**config.mk**
```make
export PLATFORM = sky130hd
export DESIGN_NAME = hazard_stall_unit_flat
export DESIGN_NICKNAME = d
export VERILOG_FILES = /design/src/rtl/hazard_stall_unit_if.sv /design/src/rtl/hazard_stall_unit.sv /design/src/flat_wrapper.sv
export SDC_FILE = /design/constraint.sdc
export NUM_CORES = 1
export LEC_CHECK = 0
export ABC_CLOCK_PERIOD_IN_PS = 1900
export BUFFER_PORTS_ARGS = -buffer_cell sky130_fd_sc_hd__buf_2
export CAP_MARGIN = 30
export CORE_MARGIN = 2
export CORE_UTILIZATION = 35
export DETAILED_ROUTE_END_ITERATION = 16
export PLACE_DENSITY = 0.77
export SLEW_MARGIN = 20
export SYNTH_ARGS = -nofsm -noshare
export SYNTH_HDL_FRONTEND = slang
export SYNTH_SLANG_ARGS = --single-unit
export TNS_END_PERCENT = 30
```
**constraint.sdc**
```tcl
create_clock -name clk -period 1.9 [get_ports clk]
set_input_delay 0.285 -clock clk [delete_from_list [all_inputs] [get_ports clk]]
set_output_delay 0.285 -clock clk [all_outputs]
set_load 0.03 [all_outputs]
```
**src/rtl/hazard_stall_unit_if.sv**
```systemverilog
// hazard_stall_unit_if: pipeline-register view used by the ID-stage hazard/stall controller.
// master = pipeline datapath side, slave = hazard_stall_unit.
interface hazard_stall_unit_if #(
  parameter int REG_W  = 5,
  parameter int STAT_W = 32
);
  logic [REG_W-1:0]  IFID_rs;
  logic [REG_W-1:0]  IFID_rt;
  logic              IFID_use_rs;
  logic              IFID_use_rt;
  logic [2:0]        IFID_pcsrc;
  logic              branch_taken;
  logic [REG_W-1:0]  IDEX_rd;
  logic              IDEX_regwr;
  logic              IDEX_memrd;
  logic [REG_W-1:0]  EXMEM_rd;
  logic              EXMEM_memrd;
  logic              EXMEM_regwr;
  logic              PC_write;
  logic              IFID_write;
  logic              IFID_flush;
  logic              IDEX_flush;
  logic [STAT_W-1:0] stall_cycles;
  logic [STAT_W-1:0] flush_count;
  modport master (
    output IFID_rs, IFID_rt, IFID_use_rs, IFID_use_rt, IFID_pcsrc, branch_taken,
           IDEX_rd, IDEX_regwr, IDEX_memrd, EXMEM_rd, EXMEM_memrd, EXMEM_regwr,
    input  PC_write, IFID_write, IFID_flush, IDEX_flush, stall_cycles, flush_count
  );
  modport slave (
    input  IFID_rs, IFID_rt, IFID_use_rs, IFID_use_rt, IFID_pcsrc, branch_taken,
           IDEX_rd, IDEX_regwr, IDEX_memrd, EXMEM_rd, EXMEM_memrd, EXMEM_regwr,
    output PC_write, IFID_write, IFID_flush, IDEX_flush, stall_cycles, flush_count
  );
endinterface

```
**src/rtl/hazard_stall_unit.sv**
```systemverilog
// hazard_stall_unit: ID-stage load-use / branch-operand stall and IF/ID flush controller.
// Define HAZARD_STATS_EN to enable the stall_cycles / flush_count statistics counters.
module hazard_stall_unit #(
  parameter int REG_W  = 5,
  parameter int STAT_W = 32
) (
  input logic              clk,
  input logic              reset,
  hazard_stall_unit_if.slave hs
);
  typedef enum logic {RUN, HOLD} state_t;
  state_t     state_q, state_d;
  logic [1:0] cnt_q, cnt_d;
  logic       dep_ex, dep_mem, br, stall, redirect;
  logic [1:0] n;
  always_comb begin
    dep_ex  = (hs.IDEX_rd != '0) &&
              ((hs.IFID_use_rs && hs.IFID_rs == hs.IDEX_rd) || (hs.IFID_use_rt && hs.IFID_rt == hs.IDEX_rd));
    dep_mem = (hs.EXMEM_rd != '0) &&
              ((hs.IFID_use_rs && hs.IFID_rs == hs.EXMEM_rd) || (hs.IFID_use_rt && hs.IFID_rt == hs.EXMEM_rd));
    br      = hs.IFID_pcsrc == 3'b001 || hs.IFID_pcsrc == 3'b011;
    n       = (br && hs.IDEX_memrd && hs.IDEX_regwr && dep_ex) ? 2'd2 :
              ((!br && hs.IDEX_memrd && hs.IDEX_regwr && dep_ex) ||
               (br && !hs.IDEX_memrd && hs.IDEX_regwr && dep_ex) ||
               (br && hs.EXMEM_memrd && hs.EXMEM_regwr && dep_mem)) ? 2'd1 : 2'd0;
    // HOLD ignores detection so a dependent chain restarts counting only back in RUN
    stall   = (state_q == HOLD) || (n != 2'd0);
    redirect = hs.IFID_pcsrc == 3'b010 || hs.IFID_pcsrc == 3'b011 ||
               (hs.IFID_pcsrc == 3'b001 && hs.branch_taken);
    state_d = (state_q == HOLD) ? ((cnt_q == 2'd1) ? RUN : HOLD) : ((n == 2'd2) ? HOLD : RUN);
    cnt_d   = (state_q == HOLD) ? cnt_q - 2'd1 : ((n != 2'd0) ? n - 2'd1 : 2'd0);
  end
  always_ff @(posedge clk or negedge reset)
    if (!reset) begin
      state_q <= RUN;
      cnt_q   <= 2'd0;
    end else begin
      state_q <= state_d;
      cnt_q   <= cnt_d;
    end
  assign hs.PC_write   = !stall;
  assign hs.IFID_write = !stall;
  assign hs.IDEX_flush = stall;
  assign hs.IFID_flush = !stall && redirect;
`ifdef HAZARD_STATS_EN
  logic [STAT_W-1:0] stall_cycles_q, stall_cycles_d, flush_count_q, flush_count_d;
  always_comb begin
    stall_cycles_d = stall_cycles_q + (stall ? STAT_W'(1) : STAT_W'(0));
    flush_count_d  = flush_count_q + (hs.IFID_flush ? STAT_W'(1) : STAT_W'(0));
  end
  always_ff @(posedge clk or negedge reset)
    if (!reset) begin
      stall_cycles_q <= '0;
      flush_count_q  <= '0;
    end else begin
      stall_cycles_q <= stall_cycles_d;
      flush_count_q  <= flush_count_d;
    end
  assign hs.stall_cycles = stall_cycles_q;
  assign hs.flush_count  = flush_count_q;
`else
  assign hs.stall_cycles = '0;
  assign hs.flush_count  = '0;
`endif
endmodule

```
**src/flat_wrapper.sv**
```systemverilog
// flat-port wrapper written by rule: the top's interface ports become plain ports
module hazard_stall_unit_flat 
#(
  parameter int REG_W  = 5,
  parameter int STAT_W = 32
)
  (clk, reset, hs_IFID_rs, hs_IFID_rt, hs_IFID_use_rs, hs_IFID_use_rt, hs_IFID_pcsrc, hs_branch_taken, hs_IDEX_rd, hs_IDEX_regwr, hs_IDEX_memrd, hs_EXMEM_rd, hs_EXMEM_memrd, hs_EXMEM_regwr, hs_PC_write, hs_IFID_write, hs_IFID_flush, hs_IDEX_flush, hs_stall_cycles, hs_flush_count);
  hazard_stall_unit_if #(.REG_W(REG_W), .STAT_W(STAT_W)) hs_i ();
  input logic clk;
  input logic reset;
  input wire logic [$bits(hs_i.IFID_rs)-1:0] hs_IFID_rs;
  input wire logic [$bits(hs_i.IFID_rt)-1:0] hs_IFID_rt;
  input wire logic [$bits(hs_i.IFID_use_rs)-1:0] hs_IFID_use_rs;
  input wire logic [$bits(hs_i.IFID_use_rt)-1:0] hs_IFID_use_rt;
  input wire logic [$bits(hs_i.IFID_pcsrc)-1:0] hs_IFID_pcsrc;
  input wire logic [$bits(hs_i.branch_taken)-1:0] hs_branch_taken;
  input wire logic [$bits(hs_i.IDEX_rd)-1:0] hs_IDEX_rd;
  input wire logic [$bits(hs_i.IDEX_regwr)-1:0] hs_IDEX_regwr;
  input wire logic [$bits(hs_i.IDEX_memrd)-1:0] hs_IDEX_memrd;
  input wire logic [$bits(hs_i.EXMEM_rd)-1:0] hs_EXMEM_rd;
  input wire logic [$bits(hs_i.EXMEM_memrd)-1:0] hs_EXMEM_memrd;
  input wire logic [$bits(hs_i.EXMEM_regwr)-1:0] hs_EXMEM_regwr;
  output wire logic [$bits(hs_i.PC_write)-1:0] hs_PC_write;
  output wire logic [$bits(hs_i.IFID_write)-1:0] hs_IFID_write;
  output wire logic [$bits(hs_i.IFID_flush)-1:0] hs_IFID_flush;
  output wire logic [$bits(hs_i.IDEX_flush)-1:0] hs_IDEX_flush;
  output wire logic [$bits(hs_i.stall_cycles)-1:0] hs_stall_cycles;
  output wire logic [$bits(hs_i.flush_count)-1:0] hs_flush_count;
  assign hs_i.IFID_rs = hs_IFID_rs;
  assign hs_i.IFID_rt = hs_IFID_rt;
  assign hs_i.IFID_use_rs = hs_IFID_use_rs;
  assign hs_i.IFID_use_rt = hs_IFID_use_rt;
  assign hs_i.IFID_pcsrc = hs_IFID_pcsrc;
  assign hs_i.branch_taken = hs_branch_taken;
  assign hs_i.IDEX_rd = hs_IDEX_rd;
  assign hs_i.IDEX_regwr = hs_IDEX_regwr;
  assign hs_i.IDEX_memrd = hs_IDEX_memrd;
  assign hs_i.EXMEM_rd = hs_EXMEM_rd;
  assign hs_i.EXMEM_memrd = hs_EXMEM_memrd;
  assign hs_i.EXMEM_regwr = hs_EXMEM_regwr;
  assign hs_PC_write = hs_i.PC_write;
  assign hs_IFID_write = hs_i.IFID_write;
  assign hs_IFID_flush = hs_i.IFID_flush;
  assign hs_IDEX_flush = hs_i.IDEX_flush;
  assign hs_stall_cycles = hs_i.stall_cycles;
  assign hs_flush_count = hs_i.flush_count;
  hazard_stall_unit #(.REG_W(REG_W), .STAT_W(STAT_W)) u_core (.clk(clk), .reset(reset), .hs(hs_i));
endmodule
```
Yosys cells after proc, flatten, opt, wreduce, memory -nomap -nowiden
Index checks and enable logic that the tools add are counted. W data, S select, Z words.

Register bits after elaboration: 3. Input port bits: 32. Word-level logic and storage cells: 54.

$add $sub $neg: 2. Mux-type cells: 7. Equal/unequal tests: 9. Reduce and logical (&&, ||, !) cells: 34.

Operators by type and width (count): $eq A5 B5 Y1 (4); $logic_and A1 B1 Y1 (20); $reduce_bool A5 Y1 (2); $logic_or A1 B1 Y1 (8); $eq A3 B2 Y1 const B (2); $mux W2 (3); $mux W1 (4); $sub A2 B1 Y2 const B (2); $eq A3 B1 Y1 const B (1); $logic_not A1 Y1 (3); $eq A2 B1 Y1 const B (1); $eq A2 B2 Y1 const B (1); $reduce_bool A2 Y1 (1).

Logic depth before layout (Yosys ltp)
Depth after elaboration: 14. Depth in mapped cells: 6. Depth with buffers taken out: 5.

Worst setup path before layout
No wires, ideal clock.

Path kind: input to output. From: in hs_EXMEM_rd[0]. To: out hs_PC_write. Data arrival time: 2.201 ns. Cell stages on the path: 5. Path slack: -0.586 ns. Required time: 1.615 ns. Cell sequence: or4_1 -> o2111ai_1 -> a21oi_1 -> a211oi_1 -> buf_4.

Cells in the longest elaborated chain, start to end: 11.

RTL lines: start: declaration (line flat_wrapper.sv:20) `input wire logic [$bits(hs_i.EXMEM_rd)-1:0] hs_EXMEM_rd;`; $eq A5 B5 Y1 (line hazard_stall_unit.sv:20) `((hs.IFID_use_rs && hs.IFID_rs == hs.EXMEM_rd) || (hs.IFID_use_rt && hs.IFID_rt == hs.EXMEM_rd));`; $logic_and A1 B1 Y1 (line hazard_stall_unit.sv:20); $logic_or A1 B1 Y1 (line hazard_stall_unit.sv:20); $logic_and A1 B1 Y1 * (line hazard_stall_unit.sv:19) `dep_mem = (hs.EXMEM_rd != '0) &&`; $logic_and A1 B1 Y1 * (line hazard_stall_unit.sv:25) `(br && hs.EXMEM_memrd && hs.EXMEM_regwr && dep_mem)) ? 2'd1 : 2'd0;`; $logic_or A1 B1 Y1 * (line hazard_stall_unit.sv:24) `(br && !hs.IDEX_memrd && hs.IDEX_regwr && dep_ex) ||`; $mux W1 * (line hazard_stall_unit.sv:25); $mux W2 * (line hazard_stall_unit.sv:22) `n = (br && hs.IDEX_memrd && hs.IDEX_regwr && dep_ex) ? 2'd2 :`; $reduce_bool A2 Y1 * (line hazard_stall_unit.sv:27) `stall = (state_q == HOLD) || (n != 2'd0);`; $logic_or A1 B1 Y1 * (line hazard_stall_unit.sv:27); $logic_not A1 Y1 *; end: declaration (line flat_wrapper.sv:23) `output wire logic [$bits(hs_i.PC_write)-1:0] hs_PC_write;`.

Mark *: on every way between the ends. The rest lies on a longest branch, timed or not.

Worst setup path in the final report
From: in hs_EXMEM_rd[0]. To: out hs_IFID_write.

Cells in the longest elaborated chain, start to end: 11.

RTL lines: $eq A5 B5 Y1 (line hazard_stall_unit.sv:20); $logic_and A1 B1 Y1 (line hazard_stall_unit.sv:20); $logic_or A1 B1 Y1 (line hazard_stall_unit.sv:20); $logic_and A1 B1 Y1 * (line hazard_stall_unit.sv:19); $logic_and A1 B1 Y1 * (line hazard_stall_unit.sv:25); $logic_or A1 B1 Y1 * (line hazard_stall_unit.sv:24); $mux W1 * (line hazard_stall_unit.sv:25); $mux W2 * (line hazard_stall_unit.sv:22); $reduce_bool A2 Y1 * (line hazard_stall_unit.sv:27); $logic_or A1 B1 Y1 * (line hazard_stall_unit.sv:27); $logic_not A1 Y1 * (line hazard_stall_unit.sv:42) `assign hs.IFID_write = !stall;`; end: declaration (line flat_wrapper.sv:24) `output wire logic [$bits(hs_i.IFID_write)-1:0] hs_IFID_write;`.

Marks and branches as above.

==> run metrics <==
worst path cell trace buf_2, or4_4, o2111ai_4, a21oi_2, buf_4, a211oi_4, buf_4; Hold Crit Class in -> async; Vias/cell approximately 3.8; fmax just under 500 MHz; number of CTS-inserted buffers 3; violated checks setup timing; FF-to-FF setup slack 840 ps; Cells after DPL approximately 190; ys async rst share 100%; CTS root buffer clkbuf_4; Area Growth Syn to Fin 14.0%; grt met1 use roughly a tenth; routed wire length 1780 um; kind of critical path in -> out; R2R depth 2; Clock Latency Late Sink 230 ps; top post-synthesis cells by count 65 x buf_4, 16 x xor2_1, 4 x nand3_1, 4 x nor4_1, 4 x xnor2_1; Initial Util a little under two fifths; number of port buffers 35; placed cell areas 997 um^2; Ys Warns 0; synth top area cells buf_4 52%, xor2_1 15%, dfrtp_1 7.9%; gr usage total 10.5%; final net count between 150 and 200; Max IR drop VDD about 0.26 mV; Mapped Cells 119; share of layout cells above drive strength 1 a little over a third; Static Leak 0.588 nW; area leader, netlist buf_4; post-route ant nets 0; fin area approximately 1100 um^2; Power Density 511 nW/um^2; maxcap violations 0; clk buf depth 2; Non-Filler Instances 194; Die ar. 3130 um^2; largest net degree at the start of global routing 8; initial antenna violation count 0; Syn Area/Cell approximately 7.9 um^2; worst r2r dst u_core.state_q; CTS sink count 3; Worst Setup SP hs_EXMEM_rd[0]; Worst-path clk slew roughly 40 ps; Remaining DRCs 0; drt pass-1 iters 4; Worst EP required 1620 ps; fin crit period 2040 ps; RSZ-0062 raised after global routing true; Pins Over Slew Limit 0; CP endpoint kind primary output; wire per inst about 9 um; CTS tree built; grt total ovfl 0; Chip Height between 50 and 60 um; Yosys top cell area share just over 50%; Unique masters post-synth 21; Post-Place Worst Slack -209 ps; Arr. time, crit path 1750 ps; row count 18; critical path's slowest cell or4_4; Final GP Congestion around 0.88; Seq cells post-synth 3; Reg2Reg Launch Point u_core.state_q; global-route wire length before repair roughly 2600 um; startpoint types input pin; most common cell in the netlist buf_4; Most used DFF post-synth dfrtp_1; met3 usage 2.56%; HPWL Detailed 1570 um; CP Buf/Inv Count 3; hold violation total from the final report 0; met2 Track Usage GR 19.2%; Inserted Diodes 0; core area 2520 um^2; vias 733; vias in the first global route about 610; maximum net fanout on the critical path 3; EDFF count, synth 0; GRT busiest layer met2; WHS 389 ps; synthesized area roughly 940 um^2; Die X about 56 um; Filler cells ~260; Final period util 107%; status finished with violations; final setup fails 4; CTS H-tree lvls 1; initial DRC count 11; post-route setup slack -138 ps; I/O pin count 100; Largest stage delay, worst path ~540 ps; sequential fraction of the synthesis area just under 8%; clk_skew between 2 and 2.5 ps; CP top delay family simple AND/OR/NAND/NOR gates; Most Frequent Cell on Critical Path buf_4
flip-flops by register name, summed over array words and instances, names as in the netlist:
register        cells
u_core.cnt_q        2
u_core.state_q      1
metal layers:
layer  routed length (um)  vias to the layer above
met5                    0                        -
met4                   29                        0
met3                  227                        5
met2                  962                       57
met1                  566                      321
li1                     -                      350
kinds of logic (layout without fill, tap and decap cells):
family / count (synthesis) / after routing / synth area share [%]
AOI/OAI and AO/OA: 10 / 10 / 8.34
xor gates and xnor gates: 20 / 20 / 18.5
adders and majority gates: 1 / 1 / 1.32
buffers and inverters: 68 / 50 / 52.8
DFF: 3 / 3 / 7.95
other: 1 / 64 / 0.397
and+or+nand+nor: 16 / 16 / 10.6
power breakdown:
group          internal, mW  leakage (nW)  switching (mW)  total, mW
sequential           0.0730        0.0414          0.0107     0.0837
clock                0.0786        0.0150          0.0313      0.110
combinational        0.0948         0.532           0.262      0.357
total                 0.246         0.588           0.304      0.550
what timing repair did:
item / in CTS / in global routing
endpoints found under the setup margin: 4 / 4
hold buffers: 1 / 0
resized for setup: 5 / 4
pin swaps: 0 / 1
hold endpoints to repair: 3 / 0
setup buffers: 0 / 0
layout by cell type, fill, tap and decap left out, types with 2 or more instances in the layout:
cell,netlist,routed
conb_1,1,64
buf_2,0,32
xor2_1,16,16
buf_4,65,9
xnor2_1,4,4
nand3_1,4,4
inv_1,3,3
nor4_1,4,3
or2_2,3,3
clkbuf_4,0,3
dfrtp_1,3,3
a22o_1,2,2
cell type report:
cell class / instances / area, um^2 / area share, %
clock buffer: 4 / 26.3 / 2.44
inverter: 3 / 11.3 / 1.05
multi-input combinational: 111 / 678 / 63.0
sequential: 3 / 75.1 / 6.97
tap: 30 / 37.5 / 3.48
timing repair buffer: 43 / 249 / 23.1
per-stage QoR:
step | util [%] | total power [mW] | TNS [ps]
floorplan | - | 0.452 | -68.5
global placement | 39.5 | 0.421 | -684
detailed placement | 39.5 | 0.424 | -650
CTS | 41.6 | 0.546 | -554
global route | 42.7 | 0.582 | -723
finish | 42.7 | 0.550 | -477
how the worst max path moves through the flow:
| stage | end | cells after the start |
|---|---|---|
| 2_1_floorplan | hs_PC_write | 5 |
| 3_3_place_gp | hs_IFID_flush | 6 |
| 3_5_place_dp | hs_IFID_flush | 6 |
| 4_1_cts | hs_IFID_flush | 6 |
| 5_1_grt | hs_IFID_write | 7 |
| 6_report | hs_IFID_write | 7 |
(Power assumes the default switching activity.)
